--- src/rtl/chain_mon_pkg.sv ---
// Shared types for the chain edge monitor: FSM state encoding and the
// record layout pushed into the record FIFO.
package chain_mon_pkg;

  // Default interval width; the top re-declares the record with its own CNT_W.
  localparam int CNT_W_DEF = 16;

  // Monitor FSM states.
  typedef enum logic [1:0] {
    IDLE  = 2'd0,
    ARMED = 2'd1,
    RUN   = 2'd2,
    STUCK = 2'd3
  } mon_state_e;

  // One activity record: edge polarity, first-edge flag, stall flag, interval.
  typedef struct packed {
    logic                 rise;
    logic                 first;
    logic                 stall;
    logic [CNT_W_DEF-1:0] interval;
  } edge_rec_t;

endpackage

--- src/rtl/chain_edge_monitor_if.sv ---
// Record port of the chain edge monitor.
//
// Handshake: a record transfers on the rising clk edge where rec_valid and
// rec_ready are both 1. Once rec_valid is 1 the rec_* fields hold steady until
// that transfer, and rec_valid never depends combinationally on rec_ready.
interface chain_edge_monitor_if #(
  parameter int CNT_W = 16
) ();

  logic             rec_valid;
  logic             rec_ready;
  logic             rec_rise;
  logic             rec_first;
  logic             rec_stall;
  logic [CNT_W-1:0] rec_interval;

  // Record producer (the monitor).
  modport master (
    output rec_valid,
    output rec_rise,
    output rec_first,
    output rec_stall,
    output rec_interval,
    input  rec_ready
  );

  // Record consumer (the log collector).
  modport slave (
    input  rec_valid,
    input  rec_rise,
    input  rec_first,
    input  rec_stall,
    input  rec_interval,
    output rec_ready
  );

endinterface

--- src/rtl/chain_edge_monitor_rec_fifo.sv ---
// First-word-fall-through record FIFO. Storage is registered and reset, so the
// head entry drives dout directly. Pointers carry one extra wrap bit: equal
// pointers mean empty, equal indices with differing wrap bits mean full.
// A push while full is accepted only when a pop happens in the same cycle.
module rec_fifo
  import chain_mon_pkg::*;
#(
  parameter int  DEPTH = 4,
  parameter type rec_t = edge_rec_t
) (
  input  logic clk,
  input  logic rst_n,
  input  logic push,
  input  rec_t din,
  output logic full,
  input  logic pop,
  output rec_t dout,
  output logic empty
);

  localparam int AW = $clog2(DEPTH);

  logic [AW:0] r_wr_ptr;
  logic [AW:0] r_rd_ptr;
  rec_t        r_mem [DEPTH];

  logic w_rd_en;
  logic w_wr_en;

  assign empty   = (r_wr_ptr == r_rd_ptr);
  assign full    = (r_wr_ptr[AW] != r_rd_ptr[AW]) &&
                   (r_wr_ptr[AW-1:0] == r_rd_ptr[AW-1:0]);
  assign w_rd_en = pop & ~empty;
  assign w_wr_en = push & (~full | w_rd_en);
  assign dout    = r_mem[r_rd_ptr[AW-1:0]];

  // Advance read/write pointers on accepted pops and pushes.
  always_ff @(posedge clk or negedge rst_n) begin
    if (!rst_n) begin
      r_wr_ptr <= '0;
      r_rd_ptr <= '0;
    end else begin
      if (w_wr_en) r_wr_ptr <= r_wr_ptr + 1'b1;
      if (w_rd_en) r_rd_ptr <= r_rd_ptr + 1'b1;
    end
  end

  // Record storage; cleared on reset so the head reads all-zero when empty.
  always_ff @(posedge clk or negedge rst_n) begin
    if (!rst_n) begin
      for (int i = 0; i < DEPTH; i++) r_mem[i] <= '0;
    end else if (w_wr_en) begin
      r_mem[r_wr_ptr[AW-1:0]] <= din;
    end
  end

endmodule

--- src/rtl/chain_edge_monitor.sv ---
// Chain edge monitor: synchronizes the asynchronous delay-chain output,
// times the gap between transitions, flags stalls, and queues one record per
// edge or stall for the log collector.
module chain_edge_monitor
  import chain_mon_pkg::*;
#(
  parameter int CNT_W   = 16,
  parameter int TIMEOUT = 1000,
  parameter int DEPTH   = 4
) (
  input  logic                        clk,
  input  logic                        rst_n,
  input  logic                        en,
  input  logic                        chain_in,
  chain_edge_monitor_if.master        rec,
  output logic [31:0]                 edge_count,
  output logic [15:0]                 drops,
  output logic                        stuck,
  output mon_state_e                  o_dbg_state
);

  // Record layout sized by this instance's interval width.
  typedef struct packed {
    logic             rise;
    logic             first;
    logic             stall;
    logic [CNT_W-1:0] interval;
  } rec_t;

  localparam logic [CNT_W-1:0] TO_LAST = CNT_W'(TIMEOUT - 1);
  localparam logic [CNT_W-1:0] TO_VAL  = CNT_W'(TIMEOUT);

  logic             r_s1;
  logic             r_s2;
  logic             r_s3;
  mon_state_e       r_state;
  mon_state_e       w_state_nxt;
  logic [CNT_W-1:0] r_cnt;
  logic [CNT_W-1:0] w_cnt_inc;
  logic             w_edge;
  logic             w_stall_push;
  logic             w_push;
  logic             w_pop;
  logic             w_full;
  logic             w_empty;
  logic             w_drop;
  rec_t             w_din;
  rec_t             w_dout;
  logic [31:0]      r_edge_count;
  logic [15:0]      r_drops;

  // Two-flop synchronizer plus a history flop for edge detection; runs always.
  always_ff @(posedge clk or negedge rst_n) begin
    if (!rst_n) begin
      r_s1 <= 1'b0;
      r_s2 <= 1'b0;
      r_s3 <= 1'b0;
    end else begin
      r_s1 <= chain_in;
      r_s2 <= r_s1;
      r_s3 <= r_s2;
    end
  end

  // An edge counts only while enabled and out of IDLE.
  assign w_edge       = en && (r_state != IDLE) && (r_s2 != r_s3);
  // Stall fires once, on the cycle the gap reaches TIMEOUT without an edge.
  assign w_stall_push = en && ((r_state == ARMED) || (r_state == RUN)) &&
                        !w_edge && (r_cnt == TO_LAST);
  assign w_cnt_inc    = (&r_cnt) ? r_cnt : r_cnt + 1'b1;

  // FSM state register.
  always_ff @(posedge clk or negedge rst_n) begin
    if (!rst_n) r_state <= IDLE;
    else        r_state <= w_state_nxt;
  end

  // FSM next-state: disable wins, then edges, then the stall timeout.
  always_comb begin
    w_state_nxt = r_state;
    if (!en) begin
      w_state_nxt = IDLE;
    end else begin
      case (r_state)
        IDLE:       w_state_nxt = ARMED;
        ARMED, RUN: begin
          if (w_edge)            w_state_nxt = RUN;
          else if (w_stall_push) w_state_nxt = STUCK;
        end
        STUCK:      if (w_edge) w_state_nxt = RUN;
        default:    w_state_nxt = IDLE;
      endcase
    end
  end

  // Interval counter: held at zero in IDLE, restarted by each edge, saturating.
  always_ff @(posedge clk or negedge rst_n) begin
    if (!rst_n)                       r_cnt <= '0;
    else if (!en || r_state == IDLE)  r_cnt <= '0;
    else if (w_edge)                  r_cnt <= '0;
    else                              r_cnt <= w_cnt_inc;
  end

  // Record assembly: edge records carry polarity and measured gap,
  // stall records carry the fixed TIMEOUT interval.
  always_comb begin
    w_din          = '0;
    w_din.rise     = w_edge & r_s2;
    w_din.first    = w_edge & (r_state == ARMED);
    w_din.stall    = w_stall_push;
    w_din.interval = w_edge ? w_cnt_inc : TO_VAL;
  end

  assign w_push = w_edge | w_stall_push;
  assign w_pop  = rec.rec_ready & ~w_empty;
  assign w_drop = w_push & w_full & ~w_pop;

  rec_fifo #(
    .DEPTH (DEPTH),
    .rec_t (rec_t)
  ) u_rec_fifo (
    .clk   (clk),
    .rst_n (rst_n),
    .push  (w_push),
    .din   (w_din),
    .full  (w_full),
    .pop   (w_pop),
    .dout  (w_dout),
    .empty (w_empty)
  );

  // Statistics: wrapping edge counter (dropped edges included), saturating drops.
  always_ff @(posedge clk or negedge rst_n) begin
    if (!rst_n) begin
      r_edge_count <= '0;
      r_drops      <= '0;
    end else begin
      if (w_edge) r_edge_count <= r_edge_count + 32'd1;
      if (w_drop && (r_drops != 16'hFFFF)) r_drops <= r_drops + 16'd1;
    end
  end

  assign rec.rec_valid    = ~w_empty;
  assign rec.rec_rise     = w_dout.rise;
  assign rec.rec_first    = w_dout.first;
  assign rec.rec_stall    = w_dout.stall;
  assign rec.rec_interval = w_dout.interval;

  assign edge_count  = r_edge_count;
  assign drops       = r_drops;
  assign stuck       = (r_state == STUCK);
  assign o_dbg_state = r_state;

endmodule

--- src/flat_wrapper.sv ---
// flat-port wrapper written by rule: the top's interface ports become plain ports
module chain_edge_monitor_flat import chain_mon_pkg::*;
#(
  parameter int CNT_W   = 16,
  parameter int TIMEOUT = 1000,
  parameter int DEPTH   = 4
)
  (clk, rst_n, en, chain_in, edge_count, drops, stuck, o_dbg_state, rec_rec_valid, rec_rec_rise, rec_rec_first, rec_rec_stall, rec_rec_interval, rec_rec_ready);
  chain_edge_monitor_if #(.CNT_W(CNT_W)) rec_i ();
  input  logic clk;
  input  logic rst_n;
  input  logic en;
  input  logic chain_in;
  output logic [31:0] edge_count;
  output logic [15:0] drops;
  output logic stuck;
  output mon_state_e o_dbg_state;
  output wire logic [$bits(rec_i.rec_valid)-1:0] rec_rec_valid;
  output wire logic [$bits(rec_i.rec_rise)-1:0] rec_rec_rise;
  output wire logic [$bits(rec_i.rec_first)-1:0] rec_rec_first;
  output wire logic [$bits(rec_i.rec_stall)-1:0] rec_rec_stall;
  output wire logic [$bits(rec_i.rec_interval)-1:0] rec_rec_interval;
  input wire logic [$bits(rec_i.rec_ready)-1:0] rec_rec_ready;
  assign rec_rec_valid = rec_i.rec_valid;
  assign rec_rec_rise = rec_i.rec_rise;
  assign rec_rec_first = rec_i.rec_first;
  assign rec_rec_stall = rec_i.rec_stall;
  assign rec_rec_interval = rec_i.rec_interval;
  assign rec_i.rec_ready = rec_rec_ready;
  chain_edge_monitor #(.CNT_W(CNT_W), .TIMEOUT(TIMEOUT), .DEPTH(DEPTH)) u_core (.clk(clk), .rst_n(rst_n), .en(en), .chain_in(chain_in), .rec(rec_i), .edge_count(edge_count), .drops(drops), .stuck(stuck), .o_dbg_state(o_dbg_state));
endmodule
--- config.mk ---
export PLATFORM = sky130hd
export DESIGN_NAME = chain_edge_monitor_flat
export DESIGN_NICKNAME = d
export VERILOG_FILES = /design/src/rtl/chain_mon_pkg.sv /design/src/rtl/chain_edge_monitor_if.sv /design/src/rtl/chain_edge_monitor_rec_fifo.sv /design/src/rtl/chain_edge_monitor.sv /design/src/flat_wrapper.sv
export SDC_FILE = /design/constraint.sdc
export NUM_CORES = 1
export LEC_CHECK = 0
export BUFFER_PORTS_ARGS = -buffer_cell sky130_fd_sc_hd__buf_2
export CORE_AREA = 8 8 107 157
export CTS_CLUSTER_DIAMETER = 120
export CTS_CLUSTER_SIZE = 8
export DETAILED_ROUTE_END_ITERATION = 12
export DIE_AREA = 0 0 115 165
export HOLD_SLACK_MARGIN = 0.12
export PLACE_DENSITY = 0.72
export SYNTH_ARGS = -nofsm -noshare
export SYNTH_HDL_FRONTEND = slang
export SYNTH_SLANG_ARGS = --single-unit
--- constraint.sdc ---
create_clock -name clk -period 3.43 [get_ports clk]
set_input_delay 0.686 -clock clk [delete_from_list [all_inputs] [get_ports clk]]
set_output_delay 0.686 -clock clk [all_outputs]
set_load 0.01 [all_outputs]
## Word level (Yosys, flattened, before mapping)

Cells that the tools add are included.

- Bits in registers: 151
- Bits in latches: 0
- Bits in writable memories: 0
- ROM bits: 0
- Input port bits: 5
- Output and inout port bits: 71
- Logic and storage cells: 90
- Memories kept: 0

- Add/subtract/negate cells: 5
- Multiply operators: 0
- Div/mod/pow operators: 0
- $lt $le $gt $ge: 3
- Eq/ne operators: 11
- Shift-type cells: 0
- Multiplexer cells: 15
- Bitwise gates (word level): 14
- Reduce and logical (&&, ||, !) cells: 17

Operators by type and width:

| operator | number |
|---|---|
| bitwise mux 76 bit | 1 |
| 2-to-1 mux 16 bit | 4 |
| 2-to-1 mux 19 bit | 3 |
| binary-select mux 19 bit (select 2 bit) | 1 |
| demux 19 bit (select 2 bit) | 1 |
| adder 16 x 1 -> 16 bit (second input constant) | 2 |
| adder 32 x 1 -> 32 bit (second input constant) | 1 |
| == test 16 x 10 -> 1 bit (second input constant) | 1 |
| != test 16 bit (second input constant) | 1 |
| AND reduction 16 bit | 1 |
| logical AND 1 bit | 8 |
| 2-to-1 mux 2 bit | 4 |
| AND 1 bit | 7 |
| adder 3 x 1 -> 3 bit (second input constant) | 2 |
| greater-or-equal comparator 3 bit (second input constant) | 2 |
| inverter 2 -> 3 bit | 2 |
| case mux 2 bit (3 select lines) | 1 |
| == test 2 bit (second input constant) | 2 |
| != test 4 x 2 -> 1 bit (second input constant) | 1 |
| == test 3 bit | 1 |
| < comparator 3 x 1 -> 1 bit (second input constant) | 1 |
| != test 3 x 2 -> 1 bit (second input constant) | 1 |
| inverter 1 bit | 3 |
| == test 2 x 1 -> 1 bit (second input constant) | 1 |
| other kinds (9) | 13 |

## Logic depth before layout (Yosys ltp)

- Word-level depth: 10
- Mapped depth: 9

## Hierarchy

Synthesis repeated with hierarchy kept, for this count alone.

- Cell total of the unflattened synthesis: 574
- Area, all modules: 7265.7 sq um

By module, submodules not included:

| module | times used | cells each | area an instance (sq um) | seq. area each (sq um) |
|---|---|---|---|---|
| rec_fifo | 1 | 224 | 3778.6 | 2052.0 |
| chain_edge_monitor | 1 | 350 | 3487.1 | 1726.7 |

## Worst setup path before layout

Ideal clock, no wire load.

- Path kind: input -> register
- Start point: input en
- End point: register u_core.r_drops[14] (netlist: u_core.drops[14])
- Library setup time: 125 ps
- Arrival: 1973 ps
- Data required time: 3305 ps
- Setup slack: 1333 ps
- Stages: 6
- Path buffers: 1
- Path through: nor2b_1 -> nand2_1 -> o21a_1 -> buf_4 -> nor3_1 -> mux2_2

- Longest elaborated chain between the ends: 9

RTL lines:

| element | line | text |
|---|---|---|
| start: declaration | flat_wrapper.sv:12 | `input logic en;` |
| logical AND 1 bit (2 in series) | chain_edge_monitor.sv:66 | `assign w_edge = en && (r_state != IDLE) && (r_s2 != r_s3);` |
| logical NOT 1 bit | chain_edge_monitor.sv:69 | `!w_edge && (r_cnt == TO_LAST);` |
| logical AND 1 bit | chain_edge_monitor.sv:68 | `assign w_stall_push = en && ((r_state == ARMED) \|\| (r_state == RUN)) &&` |
| logical AND 1 bit | chain_edge_monitor.sv:69 |  |
| bitwise OR 1 bit (*) | chain_edge_monitor.sv:114 | `assign w_push = w_edge \| w_stall_push;` |
| AND 1 bit (*) (2 in series) | chain_edge_monitor.sv:116 | `assign w_drop = w_push & w_full & ~w_pop;` |
| logical AND 1 bit (*) | chain_edge_monitor.sv:139 | `if (w_drop && (r_drops != 16'hFFFF)) r_drops <= r_drops + 16'd1;` |
| end signal: assignment | chain_edge_monitor.sv:139 |  |
| end: declaration | chain_edge_monitor.sv:50 | `logic [15:0] r_drops;` |

Mark *: on every way between the ends. The rest lies on a longest branch, timed or not.
A chain may end at the register's enable or synchronous reset.

## Worst setup path in the final report

- Start point: register u_core.r_cnt[0]
- End point: register u_core.u_rec_fifo.r_mem[52] (netlist name)

- Longest elaborated chain between the ends: 4

RTL lines:

| element | line | text |
|---|---|---|
| start: declaration | chain_edge_monitor.sv:38 | `logic [CNT_W-1:0] r_cnt;` |
| start signal: assignment | chain_edge_monitor.sv:101 | `else r_cnt <= w_cnt_inc;` |
| adder 16 x 1 -> 16 bit, or another cell as far along | chain_edge_monitor.sv:70 | `assign w_cnt_inc = (&r_cnt) ? r_cnt : r_cnt + 1'b1;` |
| 2-to-1 mux 16 bit or logical AND 1 bit (tied branches) | chain_edge_monitor.sv:70, chain_edge_monitor.sv:69 |  |
| 2-to-1 mux 16 bit or bitwise OR 1 bit (tied branches) | chain_edge_monitor.sv:111, chain_edge_monitor.sv:114 |  |
| bitwise mux 76 bit or AND 1 bit (tied branches) | chain_edge_monitor_rec_fifo.sv:53, chain_edge_monitor_rec_fifo.sv:34 |  |
| end signal: indexed assignment | chain_edge_monitor_rec_fifo.sv:53 | `r_mem[r_wr_ptr[AW-1:0]] <= din;` |
| end: declaration | chain_edge_monitor_rec_fifo.sv:25 | `rec_t r_mem [DEPTH];` |

Several ways; a longest one is shown, not always the timed one.

==> out/results.ini <==
[detailed_routing]
vias_per_cell=5.94
ant_nets=0
avgRoutedWirePerCell_um=20.1
drc_errors=0
dr.pass1.iters=5
routed_wirelength_um=17400
drt_iter0_drc=350
vias=5118

[sta]
fin_ws_ns=0.828
slew_headroom_pct=44.6
layout_min_cycle_time_ns=2.60
tightest_slew_ns=0.832
setup_violations=0
rsz0062_at_grt=no
fmax_mhz=384
drv_slew=0
hold_viol=0
tns_ns=0
post-route-period-util_pct=75.9
finClkSkew_ns=0.0114

[global_routing]
grt_usage_pct=19.3
grt_pass1_wl_um=28500
grt_pass1_vias=5408
grt_remaining_overflow=0
grt_max_degree=84
antenna_found_initial=0

[clock_network]
postCtsResizedCells=0
htree_levels=4
clk_latency_ns=0.42
cts_buffers=17
postCtsSetupBuffers=0
cts_hold_buf=0
cts.path.max_buffers=2
path_clk_slew_ns=0.07
cts_tree=yes
clkSinkCount=151
root_buffer=clkbuf_16

[floorplanning]
dieArea_sq_mm=0.0190
start_util_pct=47.8
row_count=54
die_h_um=165
io_pins=76
die_width_um=115
core_sq_mm=0.0145

[layout]
diodes=0
drive_gt1_share_pct=22.2
stdcell_count=862
multi_input_comb_area_sq_mm=0.00301
ff_latch_area_sq_mm=0.00378
fin_nets=670
nFillCells=1220
syn2layout_area_growth_pct=17.5

[run_status]
status=complete, no violations

[yosys]
synth_top_family_by_area=simple AND/OR/NAND/NOR gates
synth-xor-area-share_pct=7.72
syn_avg_cell_area_sq_um=12.2
synth_compound_area_share_pct=11.2
yosysUniqueCellTypes=48
synth_fa_ha_area_share_pct=1.99
synth_area_sq_mm=0.00692
syn_inst=566
synthMuxAreaShare_pct=7.42
synthArstFlopShare_pct=100
synth-simple-area-share_pct=15.3
yosysWarningCount=0
yosysSeqAreaShare_pct=54.6
synth_edf_count=0
synth_ff_type=dfrtp_1
synthesis.nets=582
ys_ff_latch=151

[placed_design]
dpl.cell_count=831
gp_congestion=0.821
hpwl_um=12300
pre_cts_ws_ns=0.732
numPortBuffers=75

[setup_path]
path_class=reg2reg
cp_max_fo=10
crit_family=simple AND/OR/NAND/NOR gates
end_kind=register
crit_required_ns=3.71
cpMaxStageDelayCell=o21ai_1
path_buf_inv=1
cp.arrival_ns=2.88
cp_slowest_stage_delay_ns=0.57
start_kind=register
crit_chain=ha_1, and4_1, nand4_1, o21ai_1, nand3_1, buf_4, o2bb2ai_1

[pwr]
p_per_area_mw_per_mm2=717
vdd_drop_max_mv=0.349
leakagePower_nw=3.73

[flow_run]
cap_violations=0

[hold_path]
min_path_type=in2async

[layout make-up]
class / count / share of cell area, %
sequential: 151 / 46.5
multi-input combinational: 390 / 37.1
timing repair buffer: 87 / 5.80
clock buffer: 19 / 5.57
tap: 196 / 3.02
clock inverter: 12 / 1.74
inverter: 7 / 0.323
[sequential cells by signal (all words and copies together), names as in the netlist]
name,flops
u_core.edge_count,32
u_core.r_s1,1
u_core.o_dbg_state,2
u_core.drops,16
u_core.r_s3,1
u_core.r_s2,1
u_core.u_rec_fifo.r_rd_ptr,3
u_core.u_rec_fifo.r_mem,76
u_core.u_rec_fifo.r_wr_ptr,3
u_core.r_cnt,16
[stage by stage]
step,instance area (sq um),utilization [%],hold WS [ns],power (mW)
after global routing,8130,56.2,0.362,6.12
after detailed placement,7540,52.1,0.340,3.99
after floorplan,6920,-,0.331,3.40
after CTS,8130,56.2,0.337,5.88
final,8130,56.2,0.303,5.83
after global placement,7540,52.1,0.340,3.93
[where the power goes]
group / total (mW) / switching, mW / internal [mW]
Clock: 1.88 / 0.760 / 1.12
Sequential: 2.34 / 0.239 / 2.10
Combinational: 1.62 / 0.890 / 0.728
Total: 5.83 / 1.89 / 3.94
[cell usage in the layout (no fill, tap or decap), types with 11 or more instances in the layout]
cell type	n
nand4_1	28
dfrtp_1	151
o22a_1	12
nor3_1	18
xnor2_1	39
nor2_1	38
mux4_2	19
buf_2	74
nand3_1	28
ha_1	11
a2bb2oi_1	12
xor2_1	22
o2bb2ai_1	40
buf_4	12
clkbuf_16	17
nand2_1	46
[final timing paths]
| path | slack, ns | depth (start not counted) | endpoint | startpoint |
|---|---|---|---|---|
| setup / recovery | 0.83 | 7 | u_core.u_rec_fifo.r_mem[52]$_DFFE_PN0P_ | u_core.r_cnt[0]$_DFF_PN0_ |
| hold / removal | 0.30 | 1 | u_core.drops[5]$_DFFE_PN0P_ | rst_n |
| setup reg to reg | 0.83 | 7 | u_core.u_rec_fifo.r_mem[52]$_DFFE_PN0P_ | u_core.r_cnt[0]$_DFF_PN0_ |
| hold reg to reg | 0.35 | 0 | u_core.r_s2$_DFF_PN0_ | u_core.r_s1$_DFF_PN0_ |
| max in group asynchronous | 2.20 | 2 | u_core.edge_count[18]$_DFFE_PN0N_ | rst_n |
| min in group clk | 0.35 | 0 | u_core.r_s2$_DFF_PN0_ | u_core.r_s1$_DFF_PN0_ |
[cells in the mapped netlist, types with 6 or more instances]
master	n	area, sq um
o22a_1	12	105
a2bb2oi_1	12	105
xor2_1	22	193
mux4_2	19	428
nand4_1	28	175
inv_1	7	26.3
ha_1	11	138
and3_1	6	37.5
o2bb2ai_1	40	350
nand2_1	46	173
buf_2	9	45.0
a22o_1	8	70.1
nor3_1	18	90.1
nor2_1	38	143
dfrtp_1	151	3780
a31oi_1	8	50.1
nand3_1	28	140
xnor2_1	39	342
[layer usage]
metal	global-route usage, %	wire length, um	part of all wire (%)	up-vias
met3	4.28	876	5.0	32
met1	22.0	6790	39	2638
li1	-	-	-	2290
met2	34.2	9260	53	158
met4	7.32	439	2.5	0
met5	0	0	0	-
[logic make-up after synthesis]
kind of cell,after synthesis
fa+ha+maj,11
mux,27
buf+inv,25
flops,151
xor+xnor,61
compound gates,94
simple gates,197
Note: power is estimated with default switching activity, not from simulation.
